File: src/rtl/lcd_spi_byte_writer.sv
// Serialises one 9-bit LCD word {dc, byte} onto the st7735 4-wire SPI bus (mode 0, MSB first),
// one byte per chip-select frame, followed by a guard gap so the upstream provider can advance its data.
`timescale 1ns/1ps
module lcd_spi_byte_writer #(
    parameter int CLK_DIV    = 2,
    parameter int GAP_CYCLES = 4
) (
    input  logic       sys_clk,
    input  logic       sys_rst_n,
    input  logic       en_write,
    input  logic [8:0] data,
    output logic       wr_done,
    output logic       busy,
    output logic       lcd_sclk,
    output logic       lcd_mosi,
    output logic       lcd_dc,
    output logic       lcd_cs_n
);
    typedef enum logic [2:0] {IDLE, LOAD, SHIFT, DONE, GAP} state_t;

    localparam logic [3:0] HALF_LAST = 4'(CLK_DIV - 1);
    localparam logic [3:0] GAP_LAST  = 4'(GAP_CYCLES - 1);

    state_t     r_state, w_stateNext;
    logic [3:0] r_halfCnt, w_halfCntNext;
    logic [2:0] r_bitCnt, w_bitCntNext;
    logic [7:0] r_shreg, w_shregNext;
    logic       r_wrDone, w_wrDoneNext;
    logic       r_busy, w_busyNext;
    logic       r_sclk, w_sclkNext;
    logic       r_mosi, w_mosiNext;
    logic       r_dc, w_dcNext;
    logic       r_csN, w_csNNext;

    always_ff @(posedge sys_clk or negedge sys_rst_n) begin
        if (!sys_rst_n) begin
            r_state   <= IDLE;
            r_halfCnt <= '0;
            r_bitCnt  <= '0;
            r_shreg   <= '0;
            r_wrDone  <= 1'b0;
            r_busy    <= 1'b0;
            r_sclk    <= 1'b0;
            r_mosi    <= 1'b0;
            r_dc      <= 1'b0;
            r_csN     <= 1'b1;
        end else begin
            r_state   <= w_stateNext;
            r_halfCnt <= w_halfCntNext;
            r_bitCnt  <= w_bitCntNext;
            r_shreg   <= w_shregNext;
            r_wrDone  <= w_wrDoneNext;
            r_busy    <= w_busyNext;
            r_sclk    <= w_sclkNext;
            r_mosi    <= w_mosiNext;
            r_dc      <= w_dcNext;
            r_csN     <= w_csNNext;
        end
    end

    // r_sclk doubles as the phase flag inside SHIFT: high phase ends by shifting, low phase ends the bit
    always_comb begin
        w_stateNext   = r_state;
        w_halfCntNext = r_halfCnt;
        w_bitCntNext  = r_bitCnt;
        w_shregNext   = r_shreg;
        w_wrDoneNext  = 1'b0;
        w_sclkNext    = r_sclk;
        w_mosiNext    = r_mosi;
        w_dcNext      = r_dc;
        w_csNNext     = r_csN;
        case (r_state)
            IDLE: begin
                w_halfCntNext = '0;
                w_bitCntNext  = '0;
                if (en_write) begin
                    w_shregNext = data[7:0];
                    w_dcNext    = data[8];
                    w_mosiNext  = data[7];
                    w_csNNext   = 1'b0;
                    w_stateNext = LOAD;
                end
            end
            LOAD: begin
                if (r_halfCnt == HALF_LAST) begin
                    w_halfCntNext = '0;
                    w_bitCntNext  = 3'd7;
                    w_sclkNext    = 1'b1;
                    w_stateNext   = SHIFT;
                end else begin
                    w_halfCntNext = r_halfCnt + 4'd1;
                end
            end
            SHIFT: begin
                if (r_halfCnt != HALF_LAST) begin
                    w_halfCntNext = r_halfCnt + 4'd1;
                end else begin
                    w_halfCntNext = '0;
                    if (r_sclk) begin
                        w_sclkNext  = 1'b0;
                        w_shregNext = {r_shreg[6:0], 1'b0};
                        w_mosiNext  = r_shreg[6];
                    end else if (r_bitCnt == 3'd0) begin
                        w_csNNext    = 1'b1;
                        w_mosiNext   = 1'b0;
                        w_wrDoneNext = 1'b1;
                        w_stateNext  = DONE;
                    end else begin
                        w_bitCntNext = r_bitCnt - 3'd1;
                        w_sclkNext   = 1'b1;
                    end
                end
            end
            DONE: begin
                w_halfCntNext = '0;
                w_stateNext   = GAP;
            end
            GAP: begin
                if (r_halfCnt == GAP_LAST) begin
                    w_halfCntNext = '0;
                    w_stateNext   = IDLE;
                end else begin
                    w_halfCntNext = r_halfCnt + 4'd1;
                end
            end
            default: begin
                w_stateNext = IDLE;
                w_sclkNext  = 1'b0;
                w_csNNext   = 1'b1;
            end
        endcase
        w_busyNext = (w_stateNext != IDLE);
    end

    assign wr_done  = r_wrDone;
    assign busy     = r_busy;
    assign lcd_sclk = r_sclk;
    assign lcd_mosi = r_mosi;
    assign lcd_dc   = r_dc;
    assign lcd_cs_n = r_csN;
endmodule
File: config.mk
export PLATFORM = sky130hd
export DESIGN_NAME = lcd_spi_byte_writer
export DESIGN_NICKNAME = d
export VERILOG_FILES = /design/src/rtl/lcd_spi_byte_writer.sv
export SDC_FILE = /design/constraint.sdc
export NUM_CORES = 1
export LEC_CHECK = 0
export CORE_ASPECT_RATIO = 1.1
export CORE_MARGIN = 8
export CORE_UTILIZATION = 35
export DETAILED_ROUTE_END_ITERATION = 16
export DONT_BUFFER_PORTS = 1
export GPL_ROUTABILITY_DRIVEN = 1
export SLEW_MARGIN = 20
export SYNTH_ARGS = -nofsm -noshare
export SYNTH_HDL_FRONTEND = slang
export SYNTH_SLANG_ARGS = --single-unit
export TNS_END_PERCENT = 5
File: constraint.sdc
create_clock -name sys_clk -period 2.45 [get_ports sys_clk]
set_input_delay 0.49 -clock sys_clk [delete_from_list [all_inputs] [get_ports sys_clk]]
set_output_delay 0.49 -clock sys_clk [all_outputs]
set_load 0.005 [all_outputs]
* Word-level counts from Yosys, hierarchy flattened *
Cells that the tools add are included.

storage, ports and cells
  output and inout port bits = 6
  word-level logic and storage cells = 83
  bits of input ports = 12
  flip-flop bits (word level) = 23

cells by class
  bitwise gates (word level) = 2
  $add $sub $neg = 2
  equality and inequality tests = 15
  reduce and logical (&&, ||, !) cells = 15
  mux-type cells = 39

operators by type and width
  kind                 number
  $mux 3               10
  $mux 7               3
  $mux 1               16
  $pmux 4 s4           1
  $pmux 3 s5           1
  $ne 2x2->1 const B   7
  $pmux 7 s2           1
  $mux 4               3
  $reduce_and 5->1     2
  $pmux 3 s3           1
  $reduce_and 4->1     2
  $eq 3x2->1 const B   2
  $logic_not 3->1      2
  $pmux 1 s3           2
  $reduce_bool 3->1    2
  $reduce_or 3->1      2
  $add 4x1->4 const B  1
  $eq 4x1->1 const B   1
  $eq 4x2->1 const B   1
  $ne 4x1->1 const B   1
  $reduce_bool 4->1    1
  $eq 3x1->1 const B   1
  $eq 3x3->1 const B   1
  $ne 3x3->1 const B   1
  other kinds (7)      8

* Logic depth before layout (Yosys ltp) *
Gate-level depths: netlist (run 1).

  depth in word-level cells = 6
  depth in mapped cells = 7
  depth with buffers taken out = 6

* Worst setup path after synthesis (run 1) *
OpenSTA, ideal clock, no wires.

  path kind = reg2reg
  from = register r_bitCnt[0]
  to = register r_bitCnt[2]
  data required time = 2.319 ns
  stages on the path, launching flop included = 7
  arrival time = 1.545 ns
  path slack = 0.774 ns
  clock period less this slack = 1.676 ns
  library setup time = 0.131 ns
  buffers on the path = 0
  path through = dfrtp_1 > inv_1 > ha_1 > nor2b_1 > nor3_4 > and4b_1 > or3_1

between the ends
  cells in the longest elaborated chain, start to end = 5
  elaborated cells on any way between the ends = 8
  classes of those cells = 1 x add/sub; 1 x eq/ne; 4 x mux; 2 x reduce/logical

ends and longest elaborated chain
  element                 line  source
  start, declared         26    logic [2:0] r_bitCnt, w_bitCntNext;
  start signal, assigned  50    r_bitCnt <= w_bitCntNext;
  $sub 3x1->3             109   w_bitCntNext = r_bitCnt - 3'd1;
  $mux 3                  103   end else if (r_bitCnt == 3'd0) begin
  $mux 3                  99    if (r_sclk) begin
  $mux 3                  95    if (r_halfCnt != HALF_LAST) begin
  $pmux 3 s3              72    case (r_state)

Parallel ways exist; a longest one is shown, timed or not. The select of a mux whose other input is x is not followed.
A chain may end at the register's enable or synchronous reset.

* Worst setup path after layout (run 1) *
  from = register r_halfCnt[0]
  to = register r_shreg[0]

between the ends
  cells in the longest elaborated chain, start to end = 3

ends and longest elaborated chain
  element                     line  source
  start, declared             25    logic [3:0] r_halfCnt, w_halfCntNext;
  start signal, assigned      49    r_halfCnt <= w_halfCntNext;
  $ne 4x1->1                  95
  $ne 2x2->1 (no line)        --
  $reduce_and 4->1 (no line)  --
  end signal, assigned        51    r_shreg <= w_shregNext;
  end, declared               27    logic [7:0] r_shreg, w_shregNext;

No other way between the ends.

==> flow_metrics.env, run 1 <==
export IMPL_outcome="complete, no violations"
export IMPL_critPathKind="flop to flop"
export IMPL_nets=150
export IMPL_internal_power_uw=975
export IMPL_syn_avg_cell_area_um2=9.67
export IMPL_final_util_pct=38.2
export IMPL_layout_drive_gt1_share_pct=11.3
export IMPL_clock_latency_ns=0.27
export IMPL_hold_path_class="input port to async pin"
export IMPL_slew_headroom_pct=34.3
export IMPL_core_area_um2=3600
export IMPL_layout_min_cycle_time_ns=2.00
export IMPL_grt_use_total_pct=10.3
export IMPL_netlist_instances=135
export IMPL_fin_tns_setup_ns=0
export IMPL_grt_pass1_vias=1014
export IMPL_gp_congestion=0.808
export IMPL_num_rows=23
export IMPL_clock_skew_ns=0.00598
export IMPL_finalHoldViolCount=0
export IMPL_timing_rr_start="r_halfCnt[0]"
export IMPL_max_freq_mhz=499
export IMPL_cpPeakStageDelay_ns=0.79
export IMPL_arrival_ns=2.13
export IMPL_yosys_cell_types_count=45
export IMPL_dpl_cell_area_um2=1310
export IMPL_crit_cells=4
export IMPL_fin_area_um2=1370
export IMPL_synth_warnings=0
export IMPL_vias=960
export IMPL_numClockSinks=23
export IMPL_synth_edff_count=0
export IMPL_fin_crit_sh_pct=81.8
export IMPL_wire_per_inst_um=14.6
export IMPL_fp_dieArea_um2=5940
export IMPL_mostFrequentLayoutCells="dfrtp_1 (22), nand2_1 (15), nor2_1 (13), a21oi_1 (8), o21ai_0 (7)"
export IMPL_cp_end_kind="flop"
export IMPL_ir_drop_v=0.000467
export IMPL_setup_viol=0
export IMPL_yosys_area_top_type="dfrtp_1"
export IMPL_cap_violations=0
export IMPL_die_height_um=80.0
export IMPL_routed_wl_um=2670
export IMPL_crit_slowest_cell="a41oi_1"
export IMPL_worst_path_dominant_cell_family="compound AO/OA/AOI/OAI gates"
export IMPL_p_per_area_nw_per_um2=1250
export IMPL_synth_seq_area_share_pct=44.2
export IMPL_switching_share_pct=43.4
export IMPL_postCtsHoldBufs=1
export IMPL_tightest_slew_ns=0.982
export IMPL_post_cts_resized=0
export IMPL_pwr_share_seq_pct=42.0
export IMPL_synth_area_um2=1310
export IMPL_layout_commonest_cell="dfrtp_1"
export IMPL_drtIter0Drc=106
export IMPL_htree_num_levels=1
export IMPL_cts_setup_buffers=0
export IMPL_rsz0062_at_grt="no"
export IMPL_path_max_fanout=14
export IMPL_path_clk_slew_ns=0.09
export IMPL_firstDrtPassIters=4
export IMPL_syn_nets=151
export IMPL_overflow=0
export IMPL_startpoint_type="flop"
export IMPL_grt_max_degree=23
export IMPL_final_cell_count_no_fill=183
export IMPL_crit_required_ns=2.57
export IMPL_synth_area_leaders="dfrtp_1 (42%), mux2i_1 (4.6%), nand2_1 (4.3%)"
export IMPL_ys_async_sr_fraction_pct=100
export IMPL_vias_per_cell=5.25
export IMPL_p_leak_uw=0.000552
export IMPL_die_w_um=74.2
export IMPL_critPathLaunch="r_halfCnt[0]"
export IMPL_postRouteAntennaNets=0
export IMPL_clkPwrFrac_pct=14.3
export IMPL_synthFlopType="dfrtp_1"
export IMPL_dp_cells=178
export IMPL_finalMaxSlewViolations=0
export IMPL_io_buffer_count=0
export IMPL_num_antenna_cells=0
export IMPL_antenna_found_initial=0
export IMPL_synth_top_area_share_pct=42.2
export IMPL_yosys_register_bits=23
export IMPL_p_comb_share_pct=43.8
export IMPL_ios=18
export IMPL_crit_chain="ha_1 > nor3b_2 > a41oi_1 > o21ai_0"
export IMPL_p_switching_uw=747
export IMPL_pre_cts_slack_ns=0.429
export IMPL_start_util_pct=36.3
export IMPL_syn2layout_area_growth_pct=5.18
export IMPL_cts_tree="done"
export IMPL_grt_pass1_wl_um=4850
export IMPL_cts_root_buf="clkbuf_8"
export IMPL_numCtsBuffers=3
export IMPL_cts_path_max_buffers=2
export IMPL_reg2regPathDepth=4
export IMPL_worst_path_buf_inv=0
export IMPL_timing_final_ws_setup_ns=0.447
export IMPL_dp_hpwl_um=1980
export IMPL_drc=0
-- state kept, by name, summed over array words and instances (netlist names) --
signal and cells:
r_shreg 7, lcd_mosi 1, r_halfCnt 4, lcd_sclk 1
lcd_cs_n 1, lcd_dc 1, busy 1, r_bitCnt 3
wr_done 1, r_state 3
-- Yosys cell counts, types with 2 or more instances --
| library cell | n |
|---|---|
| dfrtp_1 | 22 |
| nand2_1 | 15 |
| nor2_1 | 13 |
| a21oi_1 | 8 |
| o21ai_0 | 7 |
| mux2i_1 | 6 |
| inv_1 | 5 |
| buf_4 | 4 |
| ha_1 | 4 |
| o21ai_1 | 4 |
| nand3_1 | 3 |
| nor3_1 | 3 |
| a22oi_1 | 2 |
| a31oi_1 | 2 |
| buf_6 | 2 |
| mux2_2 | 2 |
| nor4b_1 | 2 |
| o21a_1 | 2 |
| or3_1 | 2 |
| xor2_1 | 2 |
-- path summary, 6_finish.rpt --
check                           slack (ns)            to
worst min-delay path                  0.05      lcd_cs_n
worst max register to register        0.45    r_shreg[0]
min in group sys_clk                  0.34    r_shreg[0]
max in group asynchronous             1.03  r_halfCnt[0]
worst max-delay path                  0.45    r_shreg[0]
worst min register to register        0.49    r_shreg[6]
-- through the flow --
stage | total power (uW) | hold slack (ns)
CTS | 1740 | 0.0367
finish | 1720 | 0.0461
detailed placement | 1480 | 0.195
floorplan | 1360 | 0.194
global route | 1890 | 0.0255
global placement | 1460 | 0.195
-- layout make-up --
type / count / area (um2)
Clock buffer: 3 / 41.3
Multi-Input combinational cell: 98 / 644
Clock inverter: 1 / 7.51
Sequential cell: 23 / 577
Timing Repair Buffer: 2 / 17.5
Tap cell: 50 / 62.6
Fill cell: 367 / 2220
Inverter: 6 / 22.5
-- logic make-up (layout without fill, tap and decap cells) --
kind of cell,after synthesis,in the layout,synth area share (%)
and+or+nand+nor,48,48,20.2
AOI/OAI and AO/OA,36,36,17.6
DFF,23,23,44.2
buffers and inverters,14,12,6.42
muxes,8,8,6.33
adders and majority gates,4,4,3.84
xor gates and xnor gates,2,2,1.34
-- power by group through the flow --
stage	clock (uW)	combinational [uW]	sequential [uW]
final	245	753	722
after global routing	271	867	755
after CTS	255	760	725
after detailed placement	0	751	733
after global placement	0	730	725
after floorplan	0	737	628
-- routing by layer --
metal,routed length [um],global-route usage (%)
met4,34,4.12
met5,0,0
met3,108,2.64
met1,1240,12.9
met2,1290,16.5
Power figures use the tool's default switching activity.
==> run 2: changes to the inputs <==
==> constraint.sdc (replaced) <==
create_clock -name sys_clk -period 1.75 [get_ports sys_clk]
set_input_delay 0.35 -clock sys_clk [delete_from_list [all_inputs] [get_ports sys_clk]]
set_output_delay 0.35 -clock sys_clk [all_outputs]
set_load 0.005 [all_outputs]
==> run 2 against run 1 <==
  * First-iteration DRC count is 68% lower
  * Clock power is 33% higher
  * Design area is 7.0% higher
  * Global-route usage is 0.58 points higher
  * Clock skew hardly changed
  * Clock-buffer cell count is 1 higher
  * Non-clock buffer count is 13 higher
  * Critical path type unchanged
  * Die area stayed put
  * Register-to-register slack worse by 0.38 ns
  * Utilization is 2.7 points higher
  * Sequential share of layout area is 2.8 points lower
==> flow_metrics.env, run 2 (same netlist as run 1, synthesis figures left out) <==
export IMPL_grt_max_degree=24
export IMPL_cap_violations=0
export IMPL_postRouteAntennaNets=0
export IMPL_cts_root_buf="clkbuf_8"
export IMPL_core_area_um2=3600
export IMPL_start_util_pct=36.3
export IMPL_fin_tns_setup_ns=0
export IMPL_layout_min_cycle_time_ns=1.68
export IMPL_ios=18
export IMPL_worst_path_buf_inv=1
export IMPL_layout_commonest_cell="dfrtp_1"
export IMPL_clock_latency_ns=0.26
export IMPL_arrival_ns=1.83
export IMPL_p_comb_share_pct=51.3
export IMPL_grt_use_total_pct=10.9
export IMPL_numCtsBuffers=3
export IMPL_crit_chain="inv_1 > ha_2 > or3b_4 > o21ai_2 > a21oi_1 > or3_1"
export IMPL_power_total_uw=2620
export IMPL_syn2layout_area_growth_pct=12.6
export IMPL_fp_dieArea_um2=5940
export IMPL_path_max_fanout=6
export IMPL_ir_drop_v=0.000725
export IMPL_die_height_um=80.0
export IMPL_pwr_share_seq_pct=36.2
export IMPL_numClockSinks=23
export IMPL_num_rows=23
export IMPL_finalMaxSlewViolations=0
export IMPL_cp_end_kind="flop"
export IMPL_clock_skew_ns=0.00611
export IMPL_vias=1023
export IMPL_p_leak_uw=0.000617
export IMPL_grt_pass1_wl_um=5120
export IMPL_antenna_found_initial=0
export IMPL_crit_required_ns=1.90
export IMPL_drc=0
export IMPL_cts_path_max_buffers=2
export IMPL_path_clk_slew_ns=0.08
export IMPL_htree_num_levels=1
export IMPL_layout_drive_gt1_share_pct=21.2
export IMPL_max_freq_mhz=596
export IMPL_final_util_pct=40.8
export IMPL_cts_tree="done"
export IMPL_hold_path_class="input port to async pin"
export IMPL_reg_top3="r_shreg (7), r_halfCnt (4)"
export IMPL_crit_slowest_cell="or3b_4"
export IMPL_gp_congestion=0.817
export IMPL_startpoint_type="flop"
export IMPL_finalHoldViolCount=0
export IMPL_outcome="complete, no violations"
export IMPL_rsz0062_at_grt="yes"
export IMPL_setup_viol=0
export IMPL_regMostFlops="r_shreg"
export IMPL_firstDrtPassIters=4
export IMPL_clkPwrFrac_pct=12.4
export IMPL_critPathKind="flop to flop"
export IMPL_overflow=0
export IMPL_routed_wl_um=2830
export IMPL_wire_per_inst_um=14.4
export IMPL_die_w_um=74.2
export IMPL_p_per_area_nw_per_um2=1780
export IMPL_mostFrequentLayoutCells="dfrtp_1 (22), nand2_1 (15), buf_4 (14), nor2_1 (13), a21oi_1 (8)"
export IMPL_switching_share_pct=41.1
export IMPL_tightest_slew_ns=0.523
export IMPL_drtIter0Drc=34
export IMPL_nets=163
export IMPL_fin_crit_sh_pct=96.0
export IMPL_grt_pass1_vias=1122
export IMPL_num_antenna_cells=0
export IMPL_slew_headroom_pct=65.1
export IMPL_cpPeakStageDelay_ns=0.43
export IMPL_vias_per_cell=5.22
export IMPL_io_buffer_count=0
export IMPL_worst_path_dominant_cell_family="simple AND/OR/NAND/NOR gates"
export IMPL_p_switching_uw=1080
export IMPL_dp_hpwl_um=2180
export IMPL_internal_power_uw=1540
export IMPL_largest_reg_flops=7
==> run 2: final timing paths <==
check	start	endpoint	slack (ns)	cells past startpoint
max	r_halfCnt[1]	r_bitCnt[2]	0.07	6
min	sys_rst_n	busy	0.05	1
max reg2reg	r_halfCnt[1]	r_bitCnt[2]	0.07	6
min reg2reg	r_shreg[1]	r_shreg[1]	0.48	2
max in group asynchronous	sys_rst_n	lcd_cs_n	1.34	1
min in group sys_clk	data[0]	r_shreg[0]	0.23	2
==> run 2: per-layer routing <==
| layer | wire length [um] | vias to the layer above | global-route usage, % |
|---|---|---|---|
| met5 | 0 | - | 0 |
| met4 | 29 | 0 | 2.35 |
| met3 | 119 | 2 | 3.39 |
| met2 | 1420 | 18 | 19.0 |
| met1 | 1260 | 499 | 12.6 |
| li1 | - | 504 | - |
==> run 2: cell type report <==
type,count,area (um2)
Tap cell,50,62.6
Inverter,6,22.5
Fill cell,373,2130
Multi-Input combinational cell,98,652
Clock buffer,4,45.0
Sequential cell,23,577
Timing Repair Buffer,15,110
==> run 2: power groups by stage <==
stage | sequential (uW) | clock, uW | combinational [uW]
after floorplan | 879 | 0 | 1030
after global placement | 947 | 0 | 1280
after detailed placement | 957 | 0 | 1320
after CTS | 950 | 342 | 1350
after global routing | 982 | 364 | 1530
final | 949 | 325 | 1340
==> run 2: timing repair <==
action / 4_1_cts / 5_1_grt
hold endpoints to repair: 23 / 0
setup endpoints to repair: 1 / 14
resized for setup: 1 / 3
setup buffers: 0 / 0
hold buffers: 1 / 0
==> run 2: worst reg2reg max path, delay by kind of cell (launching register included) <==
kind                       cells  cell delay, ns
adders and majority gates      1            0.17
DFF                            1            0.39
and+or+nand+nor                2            0.75
buffers and inverters          1            0.07
AOI/OAI and AO/OA              2            0.19
==> run 2: metrics by stage <==
stage                     hold slack (ns)  instances  instance area [um2]  setup slack (ns)
after floorplan                    0.0544        135                 1310            0.0736
after global placement             0.0551        191                 1410            0.0274
after detailed placement           0.0552        191                 1410           -0.0254
after CTS                           0.222        196                 1470            0.0402
after global routing               0.0916        196                 1470           -0.0303
final                              0.0523        196                 1470            0.0708
==> run 3: changes to the inputs <==
--- a/config.mk
+++ b/config.mk
@@ -5,6 +5,7 @@
 export SDC_FILE = /design/constraint.sdc
 export NUM_CORES = 1
 export LEC_CHECK = 0
+export ABC_AREA = 1
 export CORE_ASPECT_RATIO = 1.1
 export CORE_MARGIN = 8
 export CORE_UTILIZATION = 35
==> run 3 against run 2 <==
  * Via count is 12% higher
  * Synthesized area is 13% higher
  * Utilization is 1.7 points lower
  * First-iteration DRC count stayed put
  * Non-clock buffer count is 13 lower
  * Register-to-register slack better by 0.15 ns
  * Fmax is 10% higher
  * Clock skew is 0.0037 ns lower
  * Clock-buffer cell count is 1 lower
  * Combinational power is 19% higher
  * Flip-flop and latch count stayed put
  * Critical path type unchanged
  * Critical endpoint is now r_bitCnt[0]
  * Largest power group unchanged
==> flow_metrics.env, run 3 <==
export IMPL_outcome="complete, no violations"
export IMPL_drtIter0Drc=34
export IMPL_vias=1150
export IMPL_htree_num_levels=1
export IMPL_netlist_instances=200
export IMPL_setup_viol=0
export IMPL_finalHoldViolCount=0
export IMPL_layout_commonest_cell="nand2_1"
export IMPL_synthMostInstantiatedCell="nand2_1"
export IMPL_post_cts_resized=0
export IMPL_vias_per_cell=4.51
export IMPL_regMostFlops="r_shreg"
export IMPL_grt_max_degree=24
export IMPL_postCtsHoldBufs=1
export IMPL_layout_min_cycle_time_ns=1.53
export IMPL_numCtsBuffers=3
export IMPL_fin_area_um2=1560
export IMPL_io_buffer_count=0
export IMPL_mostFrequentLayoutCells="nand2_1 (89), dfrtp_1 (22), inv_1 (18), nand3_1 (11), nor2_1 (9)"
export IMPL_timing_rr_start="r_bitCnt[0]"
export IMPL_p_per_area_nw_per_um2=1870
export IMPL_synth_seq_area_share_pct=39.2
export IMPL_pre_cts_slack_ns=0.254
export IMPL_path_max_fanout=4
export IMPL_cp_end_kind="flop"
export IMPL_finalMaxSlewViolations=0
export IMPL_grt_pass1_wl_um=5440
export IMPL_core_area_um2=3990
export IMPL_numClockSinks=23
export IMPL_fin_tns_setup_ns=0
export IMPL_syn_avg_cell_area_um2=7.36
export IMPL_synth_edff_count=0
export IMPL_dpl_cell_area_um2=1510
export IMPL_postRouteAntennaNets=0
export IMPL_yosys_register_bits=23
export IMPL_syn2layout_area_growth_pct=6.29
export IMPL_synth_area_um2=1470
export IMPL_clock_latency_ns=0.27
export IMPL_nets=220
export IMPL_grt_pass1_vias=1206
export IMPL_cts_setup_buffers=0
export IMPL_firstDrtPassIters=4
export IMPL_start_util_pct=36.8
export IMPL_cts_path_max_buffers=2
export IMPL_dp_hpwl_um=2220
export IMPL_drc=0
export IMPL_synthFlopType="dfrtp_1"
export IMPL_path_clk_slew_ns=0.09
export IMPL_grt_use_total_pct=9.86
export IMPL_num_antenna_cells=0
export IMPL_startpoint_type="flop"
export IMPL_hold_path_class="input port to async pin"
export IMPL_synth_top_area_share_pct=37.4
export IMPL_layout_drive_gt1_share_pct=16.7
export IMPL_largest_reg_flops=7
export IMPL_die_height_um=84.0
export IMPL_antenna_found_initial=0
export IMPL_die_w_um=77.8
export IMPL_gp_congestion=0.745
export IMPL_num_rows=24
export IMPL_cts_root_buf="clkbuf_8"
export IMPL_synth_area_leaders="dfrtp_1 (37%), nand2_1 (23%), inv_1 (4.6%)"
export IMPL_fin_crit_sh_pct=87.2
export IMPL_final_util_pct=39.2
export IMPL_critPathKind="flop to flop"
export IMPL_synth_top_cells_by_count="nand2_1 (89), dfrtp_1 (22), inv_1 (18)"
export IMPL_yosys_cell_types_count=26
export IMPL_rsz0062_at_grt="no"
export IMPL_arrival_ns=1.68
export IMPL_slew_headroom_pct=65.3
export IMPL_wire_per_inst_um=11.6
export IMPL_p_leak_uw=0.000860
export IMPL_overflow=0
export IMPL_tightest_slew_ns=0.520
export IMPL_critPathLaunch="r_bitCnt[0]"
export IMPL_routed_wl_um=2960
export IMPL_timing_final_ws_setup_ns=0.224
export IMPL_clock_skew_ns=0.00241
export IMPL_cap_violations=0
export IMPL_fp_dieArea_um2=6540
export IMPL_synth_warnings=0
export IMPL_reg_top3="r_shreg (7), r_halfCnt (4)"
export IMPL_ios=18
export IMPL_power_total_uw=2930
export IMPL_ys_async_sr_fraction_pct=100
export IMPL_syn_nets=216
export IMPL_yosys_area_top_type="dfrtp_1"
export IMPL_crit_required_ns=1.91
export IMPL_ir_drop_v=0.000728
export IMPL_max_freq_mhz=655
export IMPL_cts_tree="done"
run 3: cell count changes in the layout (fill, tap and decap cells not counted), moves of 4 or more:
cell	change
nand2_2	+6
buf_4	-13
nor2_2	+5
inv_1	+13
mux2i_1	-6
nand2_4	+4
nand3_1	+8
a21oi_1	-6
nor2_1	-4
o21ai_0	-5
nand2_1	+74
run 3: where the power goes:
part	leakage, uW	total, uW	internal [uW]	switching [uW]
Sequential	0.000291	991	772	219
Combinational	0.000543	1590	538	1060
Clock	0.0000255	340	159	181
run 3: layer usage:
metal | wire (um) | GRT usage (%) | up-vias
met5 | 0 | 0 | -
met4 | 44 | 4.12 | 0
met3 | 138 | 2.05 | 4
met2 | 1270 | 15.5 | 17
met1 | 1500 | 12.6 | 506
li1 | - | - | 623
run 3: critical path, cell delays in order (launching register included):
cell	delay [ns]
dfrtp_1	0.37
inv_1	0.07
ha_1	0.19
nand2_1	0.15
inv_1	0.09
o21ai_1	0.27
nand3_2	0.15
nand2_1	0.08
nand2_1	0.06
run 3: stage by stage:
stage          cells  hold slack [ns]
5_1_grt          255           0.0948
6_report         255           0.0455
2_1_floorplan    200           0.0544
4_1_cts          255            0.217
3_5_place_dp     250           0.0551
3_3_place_gp     250           0.0550
run 3: kinds of logic after synthesis:
kind of cell,after synthesis,synth area share (%)
and+or+nand+nor,138,45.7
buffers and inverters,26,8.16
DFF,23,39.2
AOI/OAI and AO/OA,8,2.89
adders and majority gates,4,3.40
xor gates and xnor gates,1,0.595
run 3: path summary, 6_finish.rpt:
check | endpoint | slack, ns | cells past startpoint
setup / recovery | r_bitCnt[0] | 0.22 | 8
hold / removal | r_halfCnt[2] | 0.05 | 1
setup reg to reg | r_bitCnt[0] | 0.22 | 8
hold reg to reg | r_halfCnt[3] | 0.48 | 2
max in group asynchronous | lcd_cs_n | 1.33 | 1
min in group sys_clk | lcd_dc | 0.22 | 2
run 3: layout make-up:
cell class	instances	area [um2]
Fill cell	427	2430
Timing Repair Buffer	2	12.5
Sequential cell	23	577
Inverter	23	88.8
Tap cell	52	65.1
Clock inverter	1	5.00
Clock buffer	3	41.3
Multi-Input combinational cell	151	774
